**config.mk**
```make
export PLATFORM = sky130hd
export DESIGN_NAME = accel_div
export DESIGN_NICKNAME = d
export VERILOG_FILES = /design/src/rtl/accel_pkg.sv /design/src/rtl/accel_div_core.sv /design/src/rtl/accel_div.sv
export SDC_FILE = /design/constraint.sdc
export NUM_CORES = 1
export LEC_CHECK = 0
export ABC_CLOCK_PERIOD_IN_PS = 7250
export CORE_MARGIN = 2
export CORE_UTILIZATION = 62
export CTS_CLUSTER_DIAMETER = 80
export DETAILED_ROUTE_END_ITERATION = 10
export HOLD_SLACK_MARGIN = 0.03
export PLACE_DENSITY = 0.88
export SYNTH_ARGS = -nofsm -noshare
export SYNTH_HDL_FRONTEND = slang
export SYNTH_SLANG_ARGS = --single-unit
```
**constraint.sdc**
```tcl
create_clock -name clk -period 7.25 [get_ports clk]
set_input_delay 1.45 -clock clk [delete_from_list [all_inputs] [get_ports clk]]
set_output_delay 1.45 -clock clk [all_outputs]
set_load 0.005 [all_outputs]
```
**src/rtl/accel_pkg.sv**
```systemverilog
// Shared constants for the CPU accelerator port: ID map, bus widths, accel_div FSM encoding.
package accel_pkg;
  localparam int ACCEL_ID_WIDTH   = 4;
  localparam int ACCEL_DATA_WIDTH = 16;

  localparam logic [ACCEL_ID_WIDTH-1:0] ACCEL_ID_NONE = 4'd0;
  localparam logic [ACCEL_ID_WIDTH-1:0] ACCEL_ID_DIV  = 4'd1;

  localparam logic [2:0] ST_WAIT_A = 3'd0;
  localparam logic [2:0] ST_WAIT_B = 3'd1;
  localparam logic [2:0] ST_BUSY   = 3'd2;
  localparam logic [2:0] ST_RES_Q  = 3'd3;
  localparam logic [2:0] ST_RES_R  = 3'd4;
endpackage

```
**src/rtl/accel_div_core.sv**
```systemverilog
// Iterative restoring unsigned divider: one quotient bit per cycle, DATA_WIDTH cycles per divide.
module accel_div_core
  import accel_pkg::*;
#(
  parameter int DATA_WIDTH = ACCEL_DATA_WIDTH
) (
  input  logic                  clk,
  input  logic                  rst,
  input  logic                  i_start,
  input  logic [DATA_WIDTH-1:0] i_dividend,
  input  logic [DATA_WIDTH-1:0] i_divisor,
  output logic                  o_done,
  output logic [DATA_WIDTH-1:0] o_quot,
  output logic [DATA_WIDTH-1:0] o_rem
);
  localparam int CW = (DATA_WIDTH > 1) ? $clog2(DATA_WIDTH) : 1;

  logic [CW-1:0]         r_cnt;
  logic                  r_run;
  logic [DATA_WIDTH-1:0] r_q;
  logic [DATA_WIDTH-1:0] r_rem;
  logic [DATA_WIDTH-1:0] r_div;

  logic [DATA_WIDTH:0]   w_shift;
  logic                  w_ge;
  logic [DATA_WIDTH-1:0] w_diff;

  // r_q starts as the dividend; its MSB feeds the remainder while quotient bits fill from the LSB.
  assign w_shift = {r_rem, r_q[DATA_WIDTH-1]};
  assign w_ge    = w_shift >= {1'b0, r_div};
  assign w_diff  = w_shift[DATA_WIDTH-1:0] - r_div;

  always_ff @(posedge clk) begin
    if (rst) begin
      r_cnt <= '0;
      r_run <= 1'b0;
      r_q   <= '0;
      r_rem <= '0;
      r_div <= '0;
    end else if (i_start) begin
      r_q   <= i_dividend;
      r_div <= i_divisor;
      r_rem <= '0;
      r_cnt <= CW'(DATA_WIDTH - 1);
      r_run <= 1'b1;
    end else if (r_run) begin
      r_rem <= w_ge ? w_diff : w_shift[DATA_WIDTH-1:0];
      r_q   <= {r_q[DATA_WIDTH-2:0], w_ge};
      if (r_cnt == '0) r_run <= 1'b0;
      else             r_cnt <= r_cnt - 1'b1;
    end
  end

  assign o_done = r_run && (r_cnt == '0);
  assign o_quot = r_q;
  assign o_rem  = r_rem;
endmodule

```
**src/rtl/accel_div.sv**
```systemverilog
// Divider accelerator on the WACC/RACC port: write dividend, divisor; read quotient, remainder.
// Optional ACCEL_DIV_SIGNED_EN switches to two's complement operands (truncating division).
module accel_div
  import accel_pkg::*;
#(
  parameter logic [ACCEL_ID_WIDTH-1:0] ACCEL_ID   = ACCEL_ID_DIV,
  parameter int                        DATA_WIDTH = ACCEL_DATA_WIDTH
) (
  input  logic                      clk,
  input  logic                      rst,
  input  logic [ACCEL_ID_WIDTH-1:0] accel_id,
  output logic                      accel_can_read,
  output logic                      accel_can_write,
  input  logic                      accel_read_enable,
  output logic [DATA_WIDTH-1:0]     accel_read_data,
  input  logic                      accel_write_enable,
  input  logic [DATA_WIDTH-1:0]     accel_write_data
);
  logic [2:0]            r_state;
  logic [DATA_WIDTH-1:0] r_dividend;
  logic                  w_sel;
  logic                  w_wr;
  logic                  w_rd;
  logic                  w_start;
  logic                  w_done;
  logic [DATA_WIDTH-1:0] w_op;
  logic [DATA_WIDTH-1:0] w_quot;
  logic [DATA_WIDTH-1:0] w_rem;
  logic [DATA_WIDTH-1:0] w_quot_out;
  logic [DATA_WIDTH-1:0] w_rem_out;

  assign w_sel   = (accel_id == ACCEL_ID);
  assign w_wr    = w_sel && accel_write_enable;
  assign w_rd    = w_sel && accel_read_enable;
  assign w_start = w_wr && (r_state == ST_WAIT_B);

`ifdef ACCEL_DIV_SIGNED_EN
  logic r_neg_a;
  logic r_neg_b;

  // Core only sees magnitudes; signs are reapplied on the read path.
  assign w_op = accel_write_data[DATA_WIDTH-1] ? (~accel_write_data + 1'b1) : accel_write_data;

  always_ff @(posedge clk) begin
    if (rst) begin
      r_neg_a <= 1'b0;
      r_neg_b <= 1'b0;
    end else begin
      if (w_wr && (r_state == ST_WAIT_A)) r_neg_a <= accel_write_data[DATA_WIDTH-1];
      if (w_start)                        r_neg_b <= accel_write_data[DATA_WIDTH-1];
    end
  end

  assign w_quot_out = (r_neg_a ^ r_neg_b) ? (~w_quot + 1'b1) : w_quot;
  assign w_rem_out  = r_neg_a ? (~w_rem + 1'b1) : w_rem;
`else
  assign w_op       = accel_write_data;
  assign w_quot_out = w_quot;
  assign w_rem_out  = w_rem;
`endif

  accel_div_core #(.DATA_WIDTH(DATA_WIDTH)) u_core (
    .clk        (clk),
    .rst        (rst),
    .i_start    (w_start),
    .i_dividend (r_dividend),
    .i_divisor  (w_op),
    .o_done     (w_done),
    .o_quot     (w_quot),
    .o_rem      (w_rem)
  );

  always_ff @(posedge clk) begin
    if (rst) begin
      r_state    <= ST_WAIT_A;
      r_dividend <= '0;
    end else begin
      case (r_state)
        ST_WAIT_A: if (w_wr) begin
          r_dividend <= w_op;
          r_state    <= ST_WAIT_B;
        end
        ST_WAIT_B: if (w_wr) r_state <= ST_BUSY;
        ST_BUSY:   if (w_done) r_state <= ST_RES_Q;
        ST_RES_Q:  if (w_rd) r_state <= ST_RES_R;
        ST_RES_R:  if (w_rd) r_state <= ST_WAIT_A;
        default:   r_state <= ST_WAIT_A;
      endcase
    end
  end

  // Outputs are zero when deselected so several accelerators can be OR-ed onto one port.
  always_comb begin
    accel_can_write = w_sel && ((r_state == ST_WAIT_A) || (r_state == ST_WAIT_B));
    accel_can_read  = w_sel && ((r_state == ST_RES_Q) || (r_state == ST_RES_R));
    accel_read_data = '0;
    if (w_sel && (r_state == ST_RES_Q)) accel_read_data = w_quot_out;
    if (w_sel && (r_state == ST_RES_R)) accel_read_data = w_rem_out;
  end
endmodule

```
# == Word-level counts from Yosys, hierarchy flattened ==
# Cells that the tools add are included.
# op_classes
n_addsub,2
n_lt_le_gt_ge,1
eq_ne,11
n_mux,17
n_reduce_logical,17
# op_table
cell,count
16-bit 2-to-1 mux,5
17-bit by 16-bit greater-or-equal comparator with 1-bit output,1
16-bit subtractor,1
3-bit 2-to-1 mux,5
3-bit case mux with 5 select lines,1
4-bit 2-to-1 mux,3
1-bit logical AND,8
"2-bit inequality test, second input constant",4
"3-bit by 2-bit == test with 1-bit output, second input constant",2
5-bit AND reduction,1
"4-bit by 1-bit == test with 1-bit output, second input constant",1
4-bit logical NOT,1
"2-bit by 1-bit inequality test with 1-bit output, second input constant",2
2-bit AND reduction,2
"4-bit by 1-bit subtractor with 4-bit output, second input constant",1
"3-bit by 1-bit == test with 1-bit output, second input constant",1
"3-bit == test, second input constant",1
3-bit logical NOT,1
1-bit 2-to-1 mux,3
1-bit logical OR,2
2-bit nonzero test,1
2-bit OR reduction,1
# word_totals
regBits,72
in_bits,24
output_inout_bits,18
elab_cells,55

# == Logic depth before layout (Yosys ltp) ==
# Gate-level depths: netlist of run 1.
# depth
depth_word,5
depth_mapped,10
mapped_depth_nobuf,10

# == By module ==
# From an unflattened synthesis of run 1, not the netlist that was laid out.
# unflattened
cells_unflattened,516
area_unflattened_um2,4217.8
# modules_own_cells
module,instances,cells_per_inst,area_per_inst_um2,seq_area_each_um2
accel_div_core,1,396,3188.1,1061.0
accel_div,1,120,1029.7,380.4

# == Least setup slack after synthesis of run 1 ==
# Ideal clock, no wire load.
# synth_path
kind,input to output
startpoint,input accel_id[1]
endpoint,output accel_read_data[10]
arrival_ns,2.819
required_time_ns,5.800
path_slack_ns,2.981
path_stages,4
n_path_buf,1
path_cell_list,or4b_4 > nor2_1 > clkbuf_1 > a22o_1
# synth_via
elab_chain_len,4
word_cells_on_any_way,5
cone_classes,eq/ne (1); mux (2); reduce/logical (2)
# synth_lines
element,line,source
start: declaration,accel_div.sv:11,"input logic [ACCEL_ID_WIDTH-1:0] accel_id,"
4-bit by 1-bit == test with 1-bit output *,accel_div.sv:32,assign w_sel = (accel_id == ACCEL_ID);
1-bit logical AND,accel_div.sv:97,if (w_sel && (r_state == ST_RES_Q)) accel_read_data = w_quot_out;
16-bit 2-to-1 mux,accel_div.sv:97,
16-bit 2-to-1 mux *,accel_div.sv:98,if (w_sel && (r_state == ST_RES_R)) accel_read_data = w_rem_out;
end: declaration,accel_div.sv:15,"output logic [DATA_WIDTH-1:0] accel_read_data,"
# Mark *: on every way between the ends. The rest lies on a longest branch, timed or not.

# == Final worst setup path of run 1 ==
# layout_path
startpoint,input accel_id[1]
endpoint,output accel_read_data[7]
# Same word-level chain as after synthesis.

==> results of run 1 <==
## cell families after synthesis
| logic type | after synthesis | synth area share (%) |
|---|---|---|
| and+or+nand+nor | 164 | 18.4 |
| AOI/OAI and AO/OA | 160 | 26.1 |
| DFF | 72 | 35.0 |
| buffers and inverters | 57 | 6.10 |
| muxes | 28 | 7.10 |
| adders and majority gates | 18 | 5.64 |
| xor gates and xnor gates | 8 | 1.70 |
## per-layer routing
| layer | vias up | share of wire [%] | routed length, um | track usage, % |
|---|---|---|---|---|
| met1 | 1854 | 44 | 4700 | 40.2 |
| li1 | 1866 | - | - | - |
| met5 | - | 0 | 0 | 0 |
| met4 | 0 | 2.3 | 244 | 13.1 |
| met2 | 159 | 48 | 5100 | 48.2 |
| met3 | 24 | 5.8 | 620 | 5.49 |
## cell type report
class	count	area [um2]	share of cell area [%]
inverters	24	90.1	1.93
flip-flops and latches	72	1440	30.9
clock inverters	5	56.3	1.20
repair buffers	42	413	8.83
well taps	77	96.3	2.06
multi-input cells	378	2440	52.1
clock buffers	11	141	3.02
## flip-flops by register name (all words and copies together), names as in the netlist
signal         cells
u_core.o_rem      16
u_core.r_div      16
u_core.r_run       1
u_core.o_quot     16
u_core.r_cnt       4
r_state            3
r_dividend        16
## layout by cell type, fill, tap and decap left out, drive strengths merged, types with 4 or more instances in the layout
cell / n
a21o: 9
clkdlybuf4s50: 40
nand2: 80
xnor2: 5
inv: 24
a211oi: 24
a41oi: 5
a31o: 5
and3: 10
nor2: 39
mux2i: 27
o211ai: 4
nand3: 9
ha: 17
a21oi: 60
dfxtp: 72
a31oi: 6
a22o: 16
nor3: 6
o21ai: 15
clkbuf: 11
## power by group through the flow
stage,sequential (W),clock (W),combinational (W)
final,0.000399,0.000315,0.0000393
after global routing,0.000399,0.000334,0.0000422
after CTS,0.000399,0.000316,0.0000388
after detailed placement,0.000408,0,0.0000386
after global placement,0.000408,0,0.0000381
after floorplan,0.000407,0,0.0000204
## per-stage QoR
| step | worst slack (ns) | util [%] | power, W |
|---|---|---|---|
| 6_report | 1.64 | 73.2 | 0.000753 |
| 5_1_grt | 1.51 | 73.2 | 0.000776 |
| 4_1_cts | 1.66 | 73.2 | 0.000754 |
| 3_3_place_gp | 1.74 | 70.1 | 0.000446 |
| 3_5_place_dp | 1.67 | 70.1 | 0.000447 |
| 2_1_floorplan | 2.98 | - | 0.000427 |
## path summary, 6_finish.rpt
check / end / cells after the start / from
worst min-delay path: u_core.r_div[4] / 2 / u_core.r_div[4]
worst min register to register: u_core.r_div[4] / 2 / u_core.r_div[4]
worst max-delay path: accel_read_data[7] / 5 / accel_id[1]
worst max register to register: u_core.o_quot[0] / 8 / u_core.r_div[9]
## worst max-delay path: stages
cell	delay, ns
clkdlybuf4s50_1	0.42
or4b_4	0.59
nor2_1	0.88
a22o_1	0.31
clkdlybuf4s50_1	0.51
==> impl_metrics.tcl, run 1 <==
set metrics [dict create \
    status "complete, no violations" \
    ioPinCount 42 \
    synth.distinct_cells 61 \
    endpoint_kind "primary output" \
    clk-insertion-delay-late_ns 0.35 \
    r2r_setup_slack_ns 4.29 \
    port_buffers 41 \
    maxCapViolCount 0 \
    finalSetupViolations 0 \
    synthToLayoutAreaGrowth_pct 13.4 \
    postCtsSetupRepairBufs 0 \
    power_leakage_nw 1.75 \
    grt-ovfl-total 0 \
    drt_iter0_drc 382 \
    finalHoldViolCount 0 \
    start_util_pct 64.6 \
    core_area_um2 6390 \
    yosysTopAreaCell "dfxtp_1" \
    synth_common_cells "79 x nand2_1, 72 x dfxtp_1, 59 x a21oi_1, 39 x nor2_1, 27 x mux2i_1" \
    via_per_inst 6.41 \
    peakVddDrop_uv 134 \
    synthTopCellsByArea "dfxtp_1 35%, nand2_1 7.2%, a21oi_1 7.2%, mux2i_1 6.6%, ha_1 5.2%" \
    numCtsBuffers 9 \
    layout.cells.non_filler 609 \
    drive_gt1_share_pct 7.33 \
    synth_edf_count 0 \
    synth-main-ff-cell "dfxtp_1" \
    syn-num-nets 549 \
    netlist_area_um2 4120 \
    synth_top_area_share_pct 35.0 \
    max-slew-margin-rel_pct 25.1 \
    async_reset_ff_share_pct 0 \
    ys_ff_latch 72 \
    min_period_over_period_pct 77.4 \
    p_comb_share_pct 5.2 \
    netlist_instances 507 \
    grtUsageTotal_pct 30.2 \
    fmax_ghz 0.178 \
    required_ns 5.80 \
    grt_pass1_vias 3675 \
    cts.repair.resized 0 \
    h-tree-depth 3 \
    die_area_um2 7320 \
    drv_slew 0 \
    antenna_found_initial 0 \
    p_per_area_nw_per_um2 161 \
    dp.cells 593 \
    rows 29 \
    rsz0062_at_grt "false" \
    grt_max_degree 59 \
    whs_ns 0.451 \
    p_sw_w 0.000170 \
    layout.nets 569 \
    skew_ns 0.0100 \
    die_w_um 85.6 \
    setup-tns-final_ns 0 \
    insertedDiodeCount 0 \
    drc 0 \
    arrival_ns 4.16 \
    wl_per_cell_um 17.5 \
    clk_pin_slew_ns 0.07 \
    critPathKind "in -> out" \
    yosys_warnings 0 \
    clock_power_share_pct 41.8 \
    place_congestion 0.893 \
    seq_area_frac_synth_pct 35.0 \
    cts_hold_buffers 0 \
    die_h_um 85.6 \
    p_int_w 0.000583 \
    fillers 465 \
    cts_buffer_depth 2 \
    final_area_um2 4680 \
    syn_avg_cell_area_um2 8.13 \
    cp_max_fo 16 \
    critPathLaunchType "input port" \
    layout_min_cycle_time_ns 5.61 \
    hp-class "reg -> reg" \
    cts_tree "yes" \
    synth.most_common_cell "nand2_1" \
    first_pass_iters 5 \
    dp_hpwl_um 7580 \
    cts_sinks 72 \
    vias 3903 \
    clockRootBuffer "clkbuf_8" \
    p_seq_share_pct 53.0 \
    grt_pass1_wl_um 17500 \
    placed_area_um2 4480 \
    power_switching_share_pct 22.6 \
    postRouteAntennaNets 0 \
    drt_wl_total_um 10700 \
    worst_slew_pin_slew_ns 1.12 \
]
Power figures use the tool's default switching activity.
==> run 2, diff against run 1 <==
--- a/config.mk
+++ b/config.mk
@@ -5,13 +5,13 @@
 export SDC_FILE = /design/constraint.sdc
 export NUM_CORES = 1
 export LEC_CHECK = 0
-export ABC_CLOCK_PERIOD_IN_PS = 7250
+export ABC_CLOCK_PERIOD_IN_PS = 5600
 export CORE_MARGIN = 2
-export CORE_UTILIZATION = 62
+export CORE_UTILIZATION = 57
 export CTS_CLUSTER_DIAMETER = 80
 export DETAILED_ROUTE_END_ITERATION = 10
 export HOLD_SLACK_MARGIN = 0.03
-export PLACE_DENSITY = 0.88
+export PLACE_DENSITY = 0.82
 export SYNTH_ARGS = -nofsm -noshare
 export SYNTH_HDL_FRONTEND = slang
 export SYNTH_SLANG_ARGS = --single-unit
==> constraint.sdc (replaced) <==
create_clock -name clk -period 5.6 [get_ports clk]
set_input_delay 1.12 -clock clk [delete_from_list [all_inputs] [get_ports clk]]
set_output_delay 1.12 -clock clk [all_outputs]
set_load 0.005 [all_outputs]
==> impl_metrics.tcl, run 2 (synthesized netlist as in run 1, its figures left out) <==
set metrics [dict create \
    max-slew-margin-rel_pct 29.6 \
    cts.repair.resized 0 \
    die_area_um2 7930 \
    finalHoldViolCount 0 \
    cts_tree "yes" \
    drive_gt1_share_pct 7.68 \
    grt_max_degree 59 \
    ioPinCount 42 \
    drc 0 \
    first_pass_iters 5 \
    peakVddDrop_uv 247 \
    power_leakage_nw 1.76 \
    final_cell_mix "79 x nand2_1, 71 x dfxtp_1, 59 x a21oi_1" \
    core_area_um2 7140 \
    insertedDiodeCount 0 \
    required_ns 4.48 \
    dp_hpwl_um 7570 \
    cts_buffer_depth 2 \
    utilization_pct 66.1 \
    fillers 613 \
    port_buffers 41 \
    numCtsBuffers 9 \
    grt-ovfl-total 0 \
    wl_per_cell_um 16.8 \
    rsz0062_at_grt "false" \
    grtUsageTotal_pct 28.0 \
    layout.nets 571 \
    hp-class "reg -> reg" \
    final_area_um2 4720 \
    vias 3826 \
    skew_ns 0.0153 \
    start_util_pct 57.8 \
    place_congestion 0.908 \
    min_period_over_period_pct 85.5 \
    fmax_ghz 0.209 \
    placed_area_um2 4520 \
    die_h_um 89.1 \
    cts_hold_buffers 0 \
    synthToLayoutAreaGrowth_pct 14.4 \
    p_per_area_nw_per_um2 207 \
    clockRootBuffer "clkbuf_8" \
    via_per_inst 6.04 \
    cp_max_fo 16 \
    finalSetupViolations 0 \
    antenna_found_initial 0 \
    drt_wl_total_um 10700 \
    h-tree-depth 3 \
    postRouteAntennaNets 0 \
    drv_slew 0 \
    critPathKind "in -> out" \
    grt_pass1_wl_um 17200 \
    endpoint_kind "primary output" \
    setup-tns-final_ns 0 \
    cts_sinks 72 \
    die_w_um 89.1 \
    maxCapViolCount 0 \
    drt_iter0_drc 236 \
    critPathLaunchType "input port" \
    postCtsSetupRepairBufs 0 \
    grt_pass1_vias 3505 \
    status "complete, no violations" \
    clk_pin_slew_ns 0.07 \
    layout_min_cycle_time_ns 4.79 \
    rows 31 \
    layout_commonest_cell "nand2_1" \
    clk-insertion-delay-late_ns 0.35 \
    r2r_setup_slack_ns 2.77 \
    arrival_ns 3.67 \
    worst_slew_pin_slew_ns 1.06 \
]
==> run 2: cell type report <==
| cell class | count | area [um2] | area share [%] |
|---|---|---|---|
| multi-input combinational | 378 | 2440 | 51.6 |
| sequential | 72 | 1440 | 30.6 |
| timing repair buffer | 44 | 428 | 9.07 |
| clock buffer | 10 | 128 | 2.70 |
| tap | 99 | 124 | 2.63 |
| inverter | 24 | 90.1 | 1.91 |
| clock inverter | 6 | 70.1 | 1.49 |
==> run 2: worst max-delay path, cell delays in order <==
cell and delay [ns]:
clkdlybuf4s50_1 0.42, nor4b_1 0.65, and4b_1 0.73, a22o_1 0.24, clkdlybuf4s50_1 0.50
==> run 2: final timing paths <==
path                                            to  depth (start not counted)       startpoint
worst max-delay path            accel_read_data[4]                          5      accel_id[1]
worst min-delay path               u_core.r_div[9]                          2  u_core.r_div[9]
worst max register to register    u_core.o_quot[0]                          7  u_core.o_rem[8]
worst min register to register     u_core.r_div[9]                          2  u_core.r_div[9]
==> run 2: power by group <==
part	leakage (nW)	internal [W]	total, W	switching [W]
logic	1.08	0.0000239	0.0000511	0.0000272
clock network	0.100	0.000208	0.000408	0.000200
registers	0.581	0.000514	0.000516	0.00000246
==> run 2: per-layer routing <==
layer,track usage (%),share of wire (%),wire length (um),up-vias
met2,45.0,48,5160,122
met4,11.0,2.1,223,0
met1,38.5,44,4700,1796
met5,0,0,0,-
li1,-,-,-,1887
met3,3.51,5.4,572,21
==> run 2: metrics by stage <==
step                power [W]  instances  hold slack, ns  setup slack, ns
finish               0.000976        633           0.454            0.813
floorplan            0.000553        507           0.432             1.99
detailed placement   0.000578        617           0.445            0.814
global route          0.00101        633           0.472            0.653
global placement     0.000577        617           0.438            0.927
CTS                  0.000980        633           0.453            0.806
